[src/rtl/riscv_pkg.sv]
// Shared RISC-V core definitions: NOP encoding, read-owner tag and the
// byte-to-word address helper used by the instruction memory arbiter.
package riscv_pkg;

  localparam logic [31:0] NOP = 32'h0000_0013;
  localparam int          MADDR_W = 15;

  typedef enum logic {OWN_FETCH = 1'b0, OWN_LOAD = 1'b1} own_e;

  function automatic logic [MADDR_W-1:0] word_addr(input logic [31:0] a);
    return a[MADDR_W+1:2];
  endfunction

endpackage

[src/rtl/prio_burst_arb.sv]
// Loader-first arbiter; fetch is forced through after MAX_BURST consecutive
// loader grants while it has been waiting.
module prio_burst_arb #(
  parameter int MAX_BURST = 4
) (
  input  logic clk,
  input  logic rst,
  input  logic i_f_req,
  input  logic i_l_req,
  output logic o_f_gnt,
  output logic o_l_gnt
);

  logic [3:0] r_burst;
  logic       w_force_f;

  assign w_force_f = i_f_req && (r_burst == 4'(MAX_BURST));
  assign o_l_gnt   = !rst && i_l_req && !w_force_f;
  assign o_f_gnt   = !rst && i_f_req && !o_l_gnt;

  // Counter only grows while fetch waits, so it tops out at MAX_BURST.
  always_ff @(posedge clk) begin
    if (rst || !i_f_req || o_f_gnt) r_burst <= 4'd0;
    else if (o_l_gnt)               r_burst <= r_burst + 4'd1;
  end

endmodule

[src/rtl/imem_arb.sv]
// Instruction memory arbiter: shares one single-port SRAM between the fetch
// front end and the loader/debug port, with fixed one-cycle read return.
module imem_arb
  import riscv_pkg::*;
#(
  parameter int MAX_BURST = 4
) (
  input  logic        clk,
  input  logic        rst,
  input  logic        f_req,
  input  logic [31:0] f_addr,
  output logic        f_gnt,
  output logic        f_rvalid,
  output logic [31:0] f_rdata,
  input  logic        l_req,
  input  logic        l_we,
  input  logic [31:0] l_addr,
  input  logic [31:0] l_wdata,
  output logic        l_gnt,
  output logic        l_rvalid,
  output logic [31:0] l_rdata,
  output logic        m_en,
  output logic        m_we,
  output logic [14:0] m_addr,
  output logic [31:0] m_wdata,
  input  logic [31:0] m_rdata,
  output logic        fetch_stall
);

  own_e r_own;
  logic r_rvld;
  logic w_rd_gnt;
  logic w_unused_bits;

  prio_burst_arb #(.MAX_BURST(MAX_BURST)) u_arb (
    .clk     (clk),
    .rst     (rst),
    .i_f_req (f_req),
    .i_l_req (l_req),
    .o_f_gnt (f_gnt),
    .o_l_gnt (l_gnt)
  );

  assign w_rd_gnt    = f_gnt | (l_gnt & ~l_we);
  assign fetch_stall = f_req & ~f_gnt;

  assign m_en    = f_gnt | l_gnt;
  assign m_we    = l_gnt & l_we;
  assign m_addr  = l_gnt ? word_addr(l_addr) : (f_gnt ? word_addr(f_addr) : '0);
  assign m_wdata = m_we ? l_wdata : 32'd0;

  always_ff @(posedge clk) begin
    if (rst) begin
      r_rvld <= 1'b0;
      r_own  <= OWN_FETCH;
    end else begin
      r_rvld <= w_rd_gnt;
      if (w_rd_gnt) r_own <= l_gnt ? OWN_LOAD : OWN_FETCH;
    end
  end

  // rst masks the return combinationally so a read granted just before reset
  // never shows up, even in the reset cycle itself.
  assign f_rvalid = r_rvld & ~rst & (r_own == OWN_FETCH);
  assign l_rvalid = r_rvld & ~rst & (r_own == OWN_LOAD);
  assign f_rdata  = f_rvalid ? m_rdata : NOP;
  assign l_rdata  = l_rvalid ? m_rdata : 32'd0;

  assign w_unused_bits = ^{f_addr[31:17], f_addr[1:0], l_addr[31:17], l_addr[1:0]};

endmodule

[config.mk]
export PLATFORM = sky130hd
export DESIGN_NAME = imem_arb
export DESIGN_NICKNAME = d
export VERILOG_FILES = /design/src/rtl/riscv_pkg.sv /design/src/rtl/prio_burst_arb.sv /design/src/rtl/imem_arb.sv
export SDC_FILE = /design/constraint.sdc
export NUM_CORES = 1
export LEC_CHECK = 0
export ABC_AREA = 1
export BUFFER_PORTS_ARGS = -buffer_cell sky130_fd_sc_hd__buf_2
export CELL_PAD_IN_SITES_DETAIL_PLACEMENT = 1
export CELL_PAD_IN_SITES_GLOBAL_PLACEMENT = 1
export CORE_MARGIN = 2
export CORE_UTILIZATION = 11
export DETAILED_ROUTE_END_ITERATION = 8
export GPL_ROUTABILITY_DRIVEN = 0
export GPL_TIMING_DRIVEN = 0
export PLACE_DENSITY_LB_ADDON = 0.1
export SLEW_MARGIN = 20
export SYNTH_ARGS = -nofsm -noshare
export SYNTH_HDL_FRONTEND = slang
export SYNTH_SLANG_ARGS = --single-unit
export TNS_END_PERCENT = 100
[constraint.sdc]
create_clock -name clk -period 1.34 [get_ports clk]
set_input_delay 0.067 -clock clk [delete_from_list [all_inputs] [get_ports clk]]
set_output_delay 0.067 -clock clk [all_outputs]
set_load 0.01 [all_outputs]
# [Yosys cells after proc, flatten, opt, wreduce, memory -nomap -nowiden]
# Index checks and enable logic that the tools add are counted.
[word_totals] word_cells=34 register_bits=6 out_inout_bits=118
[classes] muxes=6 n_addsub=1 n_bitwise=12 n_reduce_logical=11 eq_ne=1
[op_table] op="$mux 32" n=3
[op_table] op="$mux 15" n=2
[op_table] op="$and 1x1->1" n=6
[op_table] op="$logic_and 1x1->1" n=5
[op_table] op="$add 4x1->4 const B" n=1
[op_table] op="$eq 4x3->1 const B" n=1
[op_table] op="$logic_not 1->1" n=4
[op_table] op="$not 1->1" n=4
[op_table] op="$logic_or 1x1->1" n=2
[op_table] op="$or 1x1->1" n=2
[op_table] op="$mux 1" n=1

# [Logic depth before layout (Yosys ltp)]
[logic_depth] word_depth=8 mapped_depth=10 ltp_nobuf=9

# [Modules after synthesis]
# A second synthesis with hierarchy kept.
[unflattened] cells_unflattened=274 hier_area_um2=1272.5
[by_module_without_submodules] module="imem_arb" cells_each=241 area_each_um2=1038.5 seq_area_each_um2=40.0 instances=1
[by_module_without_submodules] module="prio_burst_arb" cells_each=33 area_each_um2=234.0 seq_area_each_um2=80.1 instances=1

# [Least setup slack after synthesis]
# No wires, ideal clock.
[synth_timing] path_kind="reg-to-output" startpoint="reg u_arb.r_burst[0]" endpoint="out m_wdata[10]" path_stages_with_launch=11 setup_slack_ns=-0.083 arrival_ns=1.356 path_cell_list="dfxtp_1 > inv_1 > ha_1 > nand2_1 > inv_1 > nand2_1 > nand2_4 > nor2_4 > inv_2 > buf_6 > nor2_1"
[synth_between] elab_chain_len=6
[synth_lines] item="start, declared" line="prio_burst_arb.sv:14" text="logic [3:0] r_burst;"
[synth_lines] item="start signal, assigned" line="prio_burst_arb.sv:24" text="else if (o_l_gnt) r_burst <= r_burst + 4'd1;"
[synth_lines] item="$eq 4x3->1" line="prio_burst_arb.sv:17" text="assign w_force_f = i_f_req && (r_burst == 4'(MAX_BURST));"
[synth_lines] item="$logic_and 1x1->1" line="prio_burst_arb.sv:17"
[synth_lines] item="$logic_not 1->1" line="prio_burst_arb.sv:18" text="assign o_l_gnt = !rst && i_l_req && !w_force_f;"
[synth_lines] item="$logic_and 1x1->1" line="prio_burst_arb.sv:18"
[synth_lines] item="$and 1x1->1" line="imem_arb.sv:48" text="assign m_we = l_gnt & l_we;"
[synth_lines] item="named net m_we" line="imem_arb.sv:23" text="output logic m_we,"
[synth_lines] item="$mux 32" line="imem_arb.sv:50" text="assign m_wdata = m_we ? l_wdata : 32'd0;"
[synth_lines] item="end, declared" line="imem_arb.sv:25" text="output logic [31:0] m_wdata,"
# The timed path passes the listed nets, and every way through them passes these cells.

# [Worst setup path in the final report]
[layout_timing] startpoint="reg u_arb.r_burst[0]" endpoint="out m_addr[14]"
[layout_between] elab_chain_len=8
[layout_lines] item="$eq 4x3->1 (*)" line="prio_burst_arb.sv:17"
[layout_lines] item="$logic_and 1x1->1 (*)" line="prio_burst_arb.sv:17"
[layout_lines] item="$logic_not 1->1 (*)" line="prio_burst_arb.sv:18"
[layout_lines] item="$logic_and 1x1->1 (*)" line="prio_burst_arb.sv:18"
[layout_lines] item="$logic_not 1->1" line="prio_burst_arb.sv:19" text="assign o_f_gnt = !rst && i_f_req && !o_l_gnt;"
[layout_lines] item="$logic_and 1x1->1" line="prio_burst_arb.sv:19"
[layout_lines] item="$mux 15" line="imem_arb.sv:49" text="assign m_addr = l_gnt ? word_addr(l_addr) : (f_gnt ? word_addr(f_addr) : '0);"
[layout_lines] item="$mux 15 (*)" line="imem_arb.sv:49"
[layout_lines] item="end, declared" line="imem_arb.sv:24" text="output logic [14:0] m_addr,"
# Every way passes the cells marked *; elsewhere a longest branch is shown, timed or not.

==> results.cfg <==
[timing]
finalHoldViolCount = 0
slew_viol_final = 0
fin_crit_sh_pct = 121
tightest_slew_ns = 0.664
finClkSkew_ns = 0.00106
rsz0062_at_grt = true
fmaxAchievable_ghz = 0.616
max_slew_margin_pct = 55.5
worst_slack_ns = -0.282
holdWs_ns = 0.173
setup_viol = 101
min_period_ns = 1.62

[floorplanning]
die_area_sq_um = 12000
rows = 38
initial_core_util_pct = 11.3
core_area_sq_um = 10800
die_y_microns = 109
io_pins = 251
die_w_microns = 109

[route]
viasPerCell = 3.73
wire_per_inst_microns = 11.0
drc = 0
drtAntennaViolNets = 0
via_count = 2412
totalWireLength_mm = 7.08
dr.pass1.iters = 4
drtIter0Drc = 63

[final_layout]
drive_gt1_share_pct = 66.0
layout_commonest_cell = buf_2
final_cell_area_sq_um = 3450
diodes = 0
nFillCells = 1428
final_cell_mix = buf_2 (192), inv_1 (71), nor2_1 (47), nor2_4 (47)
area_growth_syn_to_layout_pct = 182
layout.nets = 643

[critical_path]
critPathCaptureType = output pin
arrival_ns = 1.56
crit_fanout = 4
crit_required_ns = 1.27
worstRegToRegCells = 13
path_class = reg -> out
start_kind = flip-flop

[global_route]
antenna_found_initial = 0
grt_pass1_wl_mm = 10.4
grt.total_usage_pct = 10.5
grt.busiest_layer = met2
gr-total-overflow = 0
use_met3_pct = 2.02
grt_max_degree = 11
grt_pass1_vias = 2329
grtUsageMet2_pct = 20.9
grtUsageMet1_pct = 11.3

[place]
port_buffers = 216
dp_hpwl_mm = 5.72
placed_area_sq_um = 2750

[logic_synthesis]
seq_area_frac_synth_pct = 9.82
synth_nets = 401
yosys.area.top_type = nor2_1
ys_ff_latch = 6
syn_inst = 266
yosysTopAreaCellShare_pct = 31.0
synth_cell_types = 19
yosysWarnings = 0
synthesis.area_sq_um = 1220
ys_top_cells_by_area = nor2_1 (31%), inv_1 (23%), nand2_1 (12%)
syn_avg_cell_area_sq_um = 4.60

[clock_tree]
cts-root-buf = clkbuf_8
clockBufferDepth = 2
cts_tree = yes
numCtsBuffers = 3
numClockSinks = 6
clock_latency_ns = 0.22
clk_pin_slew_ns = 0.04
htree_levels = 1
hold_buffers = 0

[status]
violations = setup timing
status = finished with violations

[power_and_ir_drop]
p_comb_share_pct = 62.8
seqPwrFrac_pct = 15.2
p_switching_uw = 484
pwr_density_cell_nw_per_um2 = 362
intPower_uw = 764
clock_power_share_pct = 22.0
vdd_drop_max_uv = 195
p_leak_nw = 2.15
swShare_pct = 38.8

[worst_hold_path]
holdPathStages = 3
hold_path_class = in -> reg

[job]
max_cap_viol_count = 0
sequential cells by signal (all words and copies together), names as in the netlist:
name           count
r_rvld             1
r_own              1
u_arb.r_burst      4
power by group through the flow:
stage          Clock (mW)  Sequential [mW]  Combinational [mW]
3_3_place_gp            0            0.192               0.588
5_1_grt             0.296            0.190               0.864
2_1_floorplan           0            0.191               0.310
3_5_place_dp            0            0.192               0.596
6_report            0.274            0.189               0.785
4_1_cts             0.285            0.189               0.724
cell families (layout without fill, tap and decap cells):
family,after synthesis,count (layout),synth area share (%)
buffers and inverters,92,332,31.6
XOR/XNOR,2,2,1.43
AO/OA/AOI/OAI,1,1,0.409
adder cells (fa/ha/maj),2,2,2.04
flip-flops,6,6,9.82
AND/OR/NAND/NOR,163,163,54.7
synth_stat cells:
cell      instances
nor2_2            1
nand3_1          17
buf_4             1
dfxtp_1           6
nor2_1          101
inv_2             4
ha_1              2
xnor2_1           1
clkbuf_1          1
nand2_4           1
xor2_1            1
nor3_2            1
inv_1            76
buf_2             6
nor2_4            1
o21ai_0           1
buf_6             4
nand2_1          40
nor3_4            1
layout make-up:
cell class / instances / area, sq um / area share (%)
inverters: 80 / 318 / 9.22
multi-input cells: 168 / 1140 / 33.0
flip-flops and latches: 6 / 125 / 3.63
clock buffers: 3 / 41.3 / 1.20
repair buffers: 238 / 1500 / 43.6
plain buffers: 11 / 145 / 4.21
well taps: 140 / 175 / 5.08
path summary, 6_finish.rpt:
path	start	endpoint	slack, ns
worst max-delay path	u_arb.r_burst[0]	m_addr[14]	-0.28
worst min-delay path	f_req	u_arb.r_burst[0]	0.17
worst max register to register	u_arb.r_burst[0]	r_own	-0.13
worst min register to register	u_arb.r_burst[0]	u_arb.r_burst[0]	0.52
metrics by stage:
stage                     util, %  total power, mW  worst slack (ns)  std cells  TNS (ns)
after floorplan                 -            0.501           -0.0195        266   -0.0195
after global placement       25.4            0.779            -0.167        622     -5.92
after detailed placement     25.4            0.788            -0.201        622     -7.34
after CTS                    29.4             1.20            -0.303        644    -19.79
after global routing         31.8             1.35            -0.368        646    -26.23
final                        31.8             1.25            -0.282        646    -16.78
worst max-delay path, stage by stage (launching register included):
cell,delay (ns)
dfxtp_2,0.32
inv_2,0.04
ha_4,0.15
nand2_2,0.05
inv_2,0.04
nand2_4,0.08
nand2_8,0.06
buf_12,0.14
buf_6,0.12
buf_6,0.11
nand3_2,0.04
nand2_1,0.04
buf_2,0.13
per-layer routing:
| layer | part of all wire (%) | up-vias |
|---|---|---|
| met3 | 10 | 5 |
| met5 | 0 | - |
| li1 | - | 1214 |
| met4 | 0.86 | 0 |
| met2 | 53 | 121 |
| met1 | 36 | 1072 |
repair_timing:
item / CTS / global route
hold endpoints to repair: 0 / 0
cloned: 5 / 0
endpoints found under the setup margin: 113 / 115
pin swaps: 8 / 10
gates resized for setup: 58 / 61
buffers inserted: 14 / 5
Power figures use the tool's default switching activity.
